### config.mk
export PLATFORM = sky130hd
export DESIGN_NAME = acc_cmd_scheduler_flat
export DESIGN_NICKNAME = d
export VERILOG_FILES = /design/src/rtl/acc_cmd_scheduler_if.sv /design/src/rtl/acc_cmd_scheduler.sv /design/src/flat_wrapper.sv
export SDC_FILE = /design/constraint.sdc
export NUM_CORES = 2
export LEC_CHECK = 0
export BUFFER_PORTS_ARGS = -buffer_cell sky130_fd_sc_hd__buf_2
export CORE_MARGIN = 1.5
export CORE_UTILIZATION = 40
export DETAILED_ROUTE_END_ITERATION = 12
export SETUP_SLACK_MARGIN = 0.3
export SYNTH_ARGS = -nofsm -noshare
export SYNTH_HDL_FRONTEND = slang
export SYNTH_SLANG_ARGS = --single-unit
### constraint.sdc
create_clock -name clock -period 25.8 [get_ports clock]
set_input_delay 2.58 -clock clock [delete_from_list [all_inputs] [get_ports clock]]
set_output_delay 2.58 -clock clock [all_outputs]
set_load 0.01 [all_outputs]
### src/rtl/acc_cmd_scheduler_if.sv
// RoCC command/response channel bundle between the core and the command scheduler.
interface acc_cmd_scheduler_if;
  logic        io_cmd_valid;
  logic        io_cmd_ready;
  logic [6:0]  io_cmd_bits_inst_funct;
  logic [4:0]  io_cmd_bits_inst_rd;
  logic [63:0] io_cmd_bits_rs1;
  logic [63:0] io_cmd_bits_rs2;
  logic        io_resp_valid;
  logic        io_resp_ready;
  logic [4:0]  io_resp_bits_rd;
  logic [63:0] io_resp_bits_data;

  modport master (
    output io_cmd_valid, io_cmd_bits_inst_funct, io_cmd_bits_inst_rd,
           io_cmd_bits_rs1, io_cmd_bits_rs2, io_resp_ready,
    input  io_cmd_ready, io_resp_valid, io_resp_bits_rd, io_resp_bits_data
  );

  modport slave (
    input  io_cmd_valid, io_cmd_bits_inst_funct, io_cmd_bits_inst_rd,
           io_cmd_bits_rs1, io_cmd_bits_rs2, io_resp_ready,
    output io_cmd_ready, io_resp_valid, io_resp_bits_rd, io_resp_bits_data
  );
endinterface

### src/rtl/acc_cmd_scheduler.sv
// Buffers RoCC commands, executes them one at a time for a per-opcode programmable
// latency, and returns rs1+rs2 as the response; also keeps saturating perf counters.
module acc_cmd_scheduler #(
  parameter int FIFO_DEPTH      = 4,
  parameter int NUM_OPS         = 8,
  parameter int LAT_WIDTH       = 16,
  parameter int DEFAULT_LATENCY = 500,
  parameter int CNT_WIDTH       = 32
) (
  input  logic                       clock,
  input  logic                       reset,
  acc_cmd_scheduler_if.slave         io,
  input  logic                       cfg_wr_en,
  input  logic [$clog2(NUM_OPS)-1:0] cfg_wr_idx,
  input  logic [LAT_WIDTH-1:0]       cfg_wr_data,
  output logic                       busy,
  output logic [CNT_WIDTH-1:0]       perf_busy_cycles,
  output logic [CNT_WIDTH-1:0]       perf_cmds_done
);

  localparam int IDX_W = $clog2(NUM_OPS);
  localparam int PTR_W = $clog2(FIFO_DEPTH);

  typedef struct packed {
    logic [IDX_W-1:0] idx;
    logic [4:0]       rd;
    logic [63:0]      rs1;
    logic [63:0]      rs2;
  } entry_t;

  typedef enum logic [1:0] {IDLE, EXEC, RESP} state_t;

  entry_t                fifo_q    [FIFO_DEPTH];
  entry_t                fifo_d    [FIFO_DEPTH];
  logic [LAT_WIDTH-1:0]  lat_tab_q [NUM_OPS];
  logic [LAT_WIDTH-1:0]  lat_tab_d [NUM_OPS];
  logic [PTR_W-1:0]      wr_ptr_q, wr_ptr_d;
  logic [PTR_W-1:0]      rd_ptr_q, rd_ptr_d;
  logic [PTR_W:0]        count_q, count_d;

  state_t                state_q, state_d;
  logic [LAT_WIDTH-1:0]  cnt_q, cnt_d;
  logic                  resp_valid_q, resp_valid_d;
  logic [4:0]            resp_rd_q, resp_rd_d;
  logic [63:0]           resp_data_q, resp_data_d;
  logic [CNT_WIDTH-1:0]  perf_busy_q, perf_busy_d;
  logic [CNT_WIDTH-1:0]  perf_done_q, perf_done_d;

  logic                  fifo_full, fifo_empty;
  logic                  push, pop;
  entry_t                head;
  logic [LAT_WIDTH-1:0]  head_lat;
  logic                  unused_funct;

  assign fifo_full  = (count_q == (PTR_W+1)'(FIFO_DEPTH));
  assign fifo_empty = (count_q == '0);
  assign push       = io.io_cmd_valid && !fifo_full;
  // Pop from IDLE, or chained straight out of RESP on the response handshake.
  assign pop        = !fifo_empty &&
                      ((state_q == IDLE) || ((state_q == RESP) && io.io_resp_ready));
  assign head       = fifo_q[rd_ptr_q];
  assign head_lat   = lat_tab_q[head.idx];
  assign unused_funct = ^io.io_cmd_bits_inst_funct;

  assign io.io_cmd_ready      = !fifo_full;
  assign io.io_resp_valid     = resp_valid_q;
  assign io.io_resp_bits_rd   = resp_rd_q;
  assign io.io_resp_bits_data = resp_data_q;
  assign busy                 = (state_q != IDLE) || !fifo_empty;
  assign perf_busy_cycles     = perf_busy_q;
  assign perf_cmds_done       = perf_done_q;

  always_comb begin
    fifo_d    = fifo_q;
    lat_tab_d = lat_tab_q;
    wr_ptr_d  = wr_ptr_q;
    rd_ptr_d  = rd_ptr_q;
    count_d   = count_q;
    if (push) begin
      fifo_d[wr_ptr_q] = '{idx: io.io_cmd_bits_inst_funct[IDX_W-1:0],
                           rd:  io.io_cmd_bits_inst_rd,
                           rs1: io.io_cmd_bits_rs1,
                           rs2: io.io_cmd_bits_rs2};
      wr_ptr_d = wr_ptr_q + PTR_W'(1);
    end
    if (pop) begin
      rd_ptr_d = rd_ptr_q + PTR_W'(1);
    end
    case ({push, pop})
      2'b10:   count_d = count_q + (PTR_W+1)'(1);
      2'b01:   count_d = count_q - (PTR_W+1)'(1);
      default: count_d = count_q;
    endcase
    if (cfg_wr_en) begin
      lat_tab_d[cfg_wr_idx] = cfg_wr_data;
    end
  end

  always_comb begin
    state_d      = state_q;
    cnt_d        = cnt_q;
    resp_valid_d = resp_valid_q;
    resp_rd_d    = resp_rd_q;
    resp_data_d  = resp_data_q;
    perf_done_d  = perf_done_q;
    perf_busy_d  = perf_busy_q;

    if ((state_q != IDLE) && (perf_busy_q != '1)) begin
      perf_busy_d = perf_busy_q + CNT_WIDTH'(1);
    end

    case (state_q)
      IDLE: ;
      EXEC: begin
        if (cnt_q == LAT_WIDTH'(1)) begin
          state_d      = RESP;
          resp_valid_d = 1'b1;
        end else begin
          cnt_d = cnt_q - LAT_WIDTH'(1);
        end
      end
      RESP: begin
        if (io.io_resp_ready) begin
          resp_valid_d = 1'b0;
          state_d      = IDLE;
          if (perf_done_q != '1) begin
            perf_done_d = perf_done_q + CNT_WIDTH'(1);
          end
        end
      end
      default: state_d = IDLE;
    endcase

    // Latency comes from the pre-write table, so a same-edge cfg write is not seen.
    if (pop) begin
      state_d      = EXEC;
      resp_valid_d = 1'b0;
      cnt_d        = (head_lat == '0) ? LAT_WIDTH'(1) : head_lat;
      resp_rd_d    = head.rd;
      resp_data_d  = head.rs1 + head.rs2;
    end
  end

  always_ff @(posedge clock or posedge reset) begin
    if (reset) begin
      for (int unsigned i = 0; i < FIFO_DEPTH; i++) fifo_q[i] <= '0;
      for (int unsigned i = 0; i < NUM_OPS; i++) lat_tab_q[i] <= LAT_WIDTH'(DEFAULT_LATENCY);
      wr_ptr_q     <= '0;
      rd_ptr_q     <= '0;
      count_q      <= '0;
      state_q      <= IDLE;
      cnt_q        <= '0;
      resp_valid_q <= 1'b0;
      resp_rd_q    <= '0;
      resp_data_q  <= '0;
      perf_busy_q  <= '0;
      perf_done_q  <= '0;
    end else begin
      fifo_q       <= fifo_d;
      lat_tab_q    <= lat_tab_d;
      wr_ptr_q     <= wr_ptr_d;
      rd_ptr_q     <= rd_ptr_d;
      count_q      <= count_d;
      state_q      <= state_d;
      cnt_q        <= cnt_d;
      resp_valid_q <= resp_valid_d;
      resp_rd_q    <= resp_rd_d;
      resp_data_q  <= resp_data_d;
      perf_busy_q  <= perf_busy_d;
      perf_done_q  <= perf_done_d;
    end
  end

endmodule

### src/flat_wrapper.sv
// flat-port wrapper written by rule: the top's interface ports become plain ports
module acc_cmd_scheduler_flat 
#(
  parameter int FIFO_DEPTH      = 4,
  parameter int NUM_OPS         = 8,
  parameter int LAT_WIDTH       = 16,
  parameter int DEFAULT_LATENCY = 500,
  parameter int CNT_WIDTH       = 32
)
  (clock, reset, cfg_wr_en, cfg_wr_idx, cfg_wr_data, busy, perf_busy_cycles, perf_cmds_done, io_io_cmd_valid, io_io_cmd_bits_inst_funct, io_io_cmd_bits_inst_rd, io_io_cmd_bits_rs1, io_io_cmd_bits_rs2, io_io_resp_ready, io_io_cmd_ready, io_io_resp_valid, io_io_resp_bits_rd, io_io_resp_bits_data);
  acc_cmd_scheduler_if io_i ();
  input  logic clock;
  input  logic reset;
  input  logic cfg_wr_en;
  input  logic [$clog2(NUM_OPS)-1:0] cfg_wr_idx;
  input  logic [LAT_WIDTH-1:0] cfg_wr_data;
  output logic busy;
  output logic [CNT_WIDTH-1:0] perf_busy_cycles;
  output logic [CNT_WIDTH-1:0] perf_cmds_done;
  input wire logic [$bits(io_i.io_cmd_valid)-1:0] io_io_cmd_valid;
  input wire logic [$bits(io_i.io_cmd_bits_inst_funct)-1:0] io_io_cmd_bits_inst_funct;
  input wire logic [$bits(io_i.io_cmd_bits_inst_rd)-1:0] io_io_cmd_bits_inst_rd;
  input wire logic [$bits(io_i.io_cmd_bits_rs1)-1:0] io_io_cmd_bits_rs1;
  input wire logic [$bits(io_i.io_cmd_bits_rs2)-1:0] io_io_cmd_bits_rs2;
  input wire logic [$bits(io_i.io_resp_ready)-1:0] io_io_resp_ready;
  output wire logic [$bits(io_i.io_cmd_ready)-1:0] io_io_cmd_ready;
  output wire logic [$bits(io_i.io_resp_valid)-1:0] io_io_resp_valid;
  output wire logic [$bits(io_i.io_resp_bits_rd)-1:0] io_io_resp_bits_rd;
  output wire logic [$bits(io_i.io_resp_bits_data)-1:0] io_io_resp_bits_data;
  assign io_i.io_cmd_valid = io_io_cmd_valid;
  assign io_i.io_cmd_bits_inst_funct = io_io_cmd_bits_inst_funct;
  assign io_i.io_cmd_bits_inst_rd = io_io_cmd_bits_inst_rd;
  assign io_i.io_cmd_bits_rs1 = io_io_cmd_bits_rs1;
  assign io_i.io_cmd_bits_rs2 = io_io_cmd_bits_rs2;
  assign io_i.io_resp_ready = io_io_resp_ready;
  assign io_io_cmd_ready = io_i.io_cmd_ready;
  assign io_io_resp_valid = io_i.io_resp_valid;
  assign io_io_resp_bits_rd = io_i.io_resp_bits_rd;
  assign io_io_resp_bits_data = io_i.io_resp_bits_data;
  acc_cmd_scheduler #(.FIFO_DEPTH(FIFO_DEPTH), .NUM_OPS(NUM_OPS), .LAT_WIDTH(LAT_WIDTH), .DEFAULT_LATENCY(DEFAULT_LATENCY), .CNT_WIDTH(CNT_WIDTH)) u_core (.clock(clock), .reset(reset), .io(io_i), .cfg_wr_en(cfg_wr_en), .cfg_wr_idx(cfg_wr_idx), .cfg_wr_data(cfg_wr_data), .busy(busy), .perf_busy_cycles(perf_busy_cycles), .perf_cmds_done(perf_cmds_done));
endmodule
==> metrics.csv <==
metric;value;unit
largest buffer count on any clock path;3;
via count of the first global-routing pass;26440;
synthesized area divided by synthesized cell count;13.98;um^2
fraction of synthesized cell area taken by the top area cell type;50.19;%
number of nets produced by synthesis;3030;
post-CTS setup buffer count;0;
H-tree Lvls;3;
required arrival time at the worst endpoint;26300;ps
Layout fillers;8472;
final max-slew violation count;0;
synthesis warning total;0;
register area;20860;um^2
detail-routed net length per standard cell;21.96;um
total non-filler cell area in the finished layout;44920;um^2
iteration count of the initial detailed-routing pass;5;
startpoint of the most critical setup path;u_core.rd_ptr_q[0];
worst reg2reg path depth;16;
layout cell share with drive strength beyond 1;44.39;%
Total Routing Usage GR;19.66;%
y dimension of the die;315.4;um
gp weighted congestion;0.8413;
cell leakage power;0.01965;uW
initial cell density of the core;40.37;%
Post-Syn Instances;2792;
first-pass GRT wire length;152.0;mm
min-delay worst type;reg2reg;
highest attainable clock frequency;139.0;MHz
count leader, synth;dfrtp_1;
clock-pin slew on the worst setup and hold paths;60;ps
pin count of the biggest net entering global routing;195;
RSZ-0062 raised after global routing;no;
number of distinct library cell variants in the gate-level netlist after synthesis;68;
clock latency at the later pin of the worst-skew pair;660;ps
endpoint arrival time on the critical path;7690;ps
area of the multi-input gates;17570;um^2
Placeable Area;96710;um^2
Final Hold Violating Endpoints;0;
area of the die;99490;um^2
number of port buffers;295;
reg2reg setup slack;18600;ps
Worst IR Drop VDD;71.13;uV
category of the worst setup path capture point;flop;
# rows;114;
number of setup violations in the final report;0;
top cells by area in the synthesized netlist;dfrtp_1 50%, mux2_2 19%, mux4_2 9.6%;
library cell used as clock root buffer;clkbuf_16;
status;finished clean;
sinks on the clock net;831;
number of flops mapped to enable cells by yosys;0;
drt first-iter violations;1440;
worst setup path endpoint;u_core.io.io_resp_bits_data[61];
type of the worst setup path;reg2reg;
highest net fanout along the worst path;45;
sequential share of the synthesized area;53.42;%
antenna-violating nets left;0;
worst reg2reg path endpoint;u_core.io.io_resp_bits_data[61];
summed negative setup slack over all endpoints;0;ps
clock tree from TritonCTS;done;
horizontal die dimension;315.4;um
share of async-settable or async-resettable flops after synthesis;100.0;%
initial antenna violation count;34;
worst slew pin tran;1139;ps
DRC violation count after routing;0;
post-placement cell area;41850;um^2
post-synthesis cell area;39040;um^2
most used standard cells in the synthesized netlist;783 x dfrtp_1, 674 x mux2_2, 175 x nand2_1, 167 x mux4_2, 128 x clkbuf_1;
HPWL Detailed;63.89;mm
relative area change from synthesis to final layout;15.05;%
quantity of hold-fixing buffers added after cts;0;
share of the cycle needed by the critical path after routing;27.89;%
# nets final;3292;
wirelength, routed;97.00;mm
kind of start point of the critical path;flop;
pwr dens;121.6;nW/um^2
Worst Clk Skew;24.17;ps
overflow left after global routing;0;
cell type with the highest aggregate area in the netlist;dfrtp_1;
vias after detailed routing;24191;
I/O pin cnt;300;
max_slew headroom;23.85;%
FF+latch count, synth;831;
reg-to-reg startpoint;u_core.rd_ptr_q[0];
crit path time final;7196;ps
Resize count post-CTS;0;
Max Cap Violations;0;
post-DR vias/cell;5.477;
CTS Buf Count;92;
ys flop type;dfrtp_1;
Final Total Pwr;5464;uW
area by class of cell:
type | count | share of cell area, %
antenna | 12 | 0.06685
clock buffer | 137 | 6.156
clock inverter | 32 | 0.6045
inverter | 30 | 0.2591
multi-input combinational | 1777 | 39.12
sequential | 831 | 46.45
tap | 1276 | 3.554
timing repair buffer | 322 | 3.794
sequential cells by signal (all words and copies together), names as in the netlist, 3 cells and up:
register,cells
u_core.perf_busy_cycles,32
u_core.io.io_resp_bits_rd,5
u_core.cnt_q,16
u_core.lat_tab_q,128
u_core.fifo_q,544
u_core.io.io_resp_bits_data,64
u_core.perf_cmds_done,32
u_core.count_q,3
routing by layer:
layer	wire, um	part of all wire, %	global-route usage [%]	vias up
met5	208	0.21	0	-
met4	1807	1.9	5.513	32
met3	6026	6.2	5.267	154
met2	48770	50	33.74	531
met1	40190	41	24.38	12648
li1	-	-	-	10826
per-stage QoR:
step	util [%]	std cells	hold WS (ps)	worst slack [ps]
after floorplan	-	2792	473.9	11840
after global placement	43.28	4236	467.0	18470
after detailed placement	43.28	4236	464.6	18480
after CTS	46.42	4405	483.3	18480
after global routing	46.44	4413	506.3	17860
final	46.45	4417	472.8	18600
power breakdown:
part	switching [uW]	internal (uW)	total [uW]	leakage [uW]
clock network	525	770	1300	0.00152
registers	235	1810	2040	0.00972
logic	1020	1100	2130	0.00841
critical path: stages (launching register included):
cell and delay, ps:
dfrtp_4 840, buf_4 810, buf_4 650, buf_4 880, mux4_2 620, ha_1 450
nand2_1 80, o21ai_0 320, nor2_1 140, a21oi_1 190, a21bo_2 360, o31a_1 370
o21ai_1 420, nand3_1 180, o41ai_1 360, xnor2_1 170, o21ai_0 100
how the worst min path moves through the flow:
stage                                                 end  cells after the start                       startpoint  slack (ps)
after global placement       u_core.io.io_resp_bits_rd[1]                      2     u_core.io.io_resp_bits_rd[1]         470
after global routing                   u_core.fifo_q[211]                      1               u_core.fifo_q[211]         510
final                     u_core.io.io_resp_bits_data[36]                      2  u_core.io.io_resp_bits_data[36]         470
after floorplan                        u_core.fifo_q[198]                      1               u_core.fifo_q[198]         470
after detailed placement     u_core.io.io_resp_bits_rd[0]                      2     u_core.io.io_resp_bits_rd[0]         460
after CTS                    u_core.io.io_resp_bits_rd[3]                      2     u_core.io.io_resp_bits_rd[3]         480
cells in the final DEF (no fill, tap or decap), types with 10 or more instances in the layout:
master / count
clkbuf_1: 19
diode_2: 12
a21o_1: 33
inv_1: 29
nand4_1: 41
o21bai_1: 12
nor3_1: 20
o21ai_0: 109
and3_1: 16
ha_1: 72
a21oi_1: 71
nor2_1: 55
buf_4: 25
clkbuf_16: 95
dfrtp_1: 781
nand2b_1: 10
xor2_1: 57
clkbuf_8: 23
xnor2_1: 87
nand3_1: 36
mux4_2: 167
dfstp_2: 48
mux2i_1: 17
mux2_2: 674
nand2_1: 171
clkinv_2: 23
buf_2: 295
kinds of logic after synthesis:
group | count (synthesis) | share of synthesized area [%]
compound gates | 291 | 4.634
xor+xnor | 144 | 3.230
fa+ha+maj | 74 | 2.410
buf+inv | 184 | 1.779
flops | 831 | 53.42
mux | 858 | 29.51
simple gates | 410 | 5.019
No activity file was read; power rests on OpenSTA's default activity.
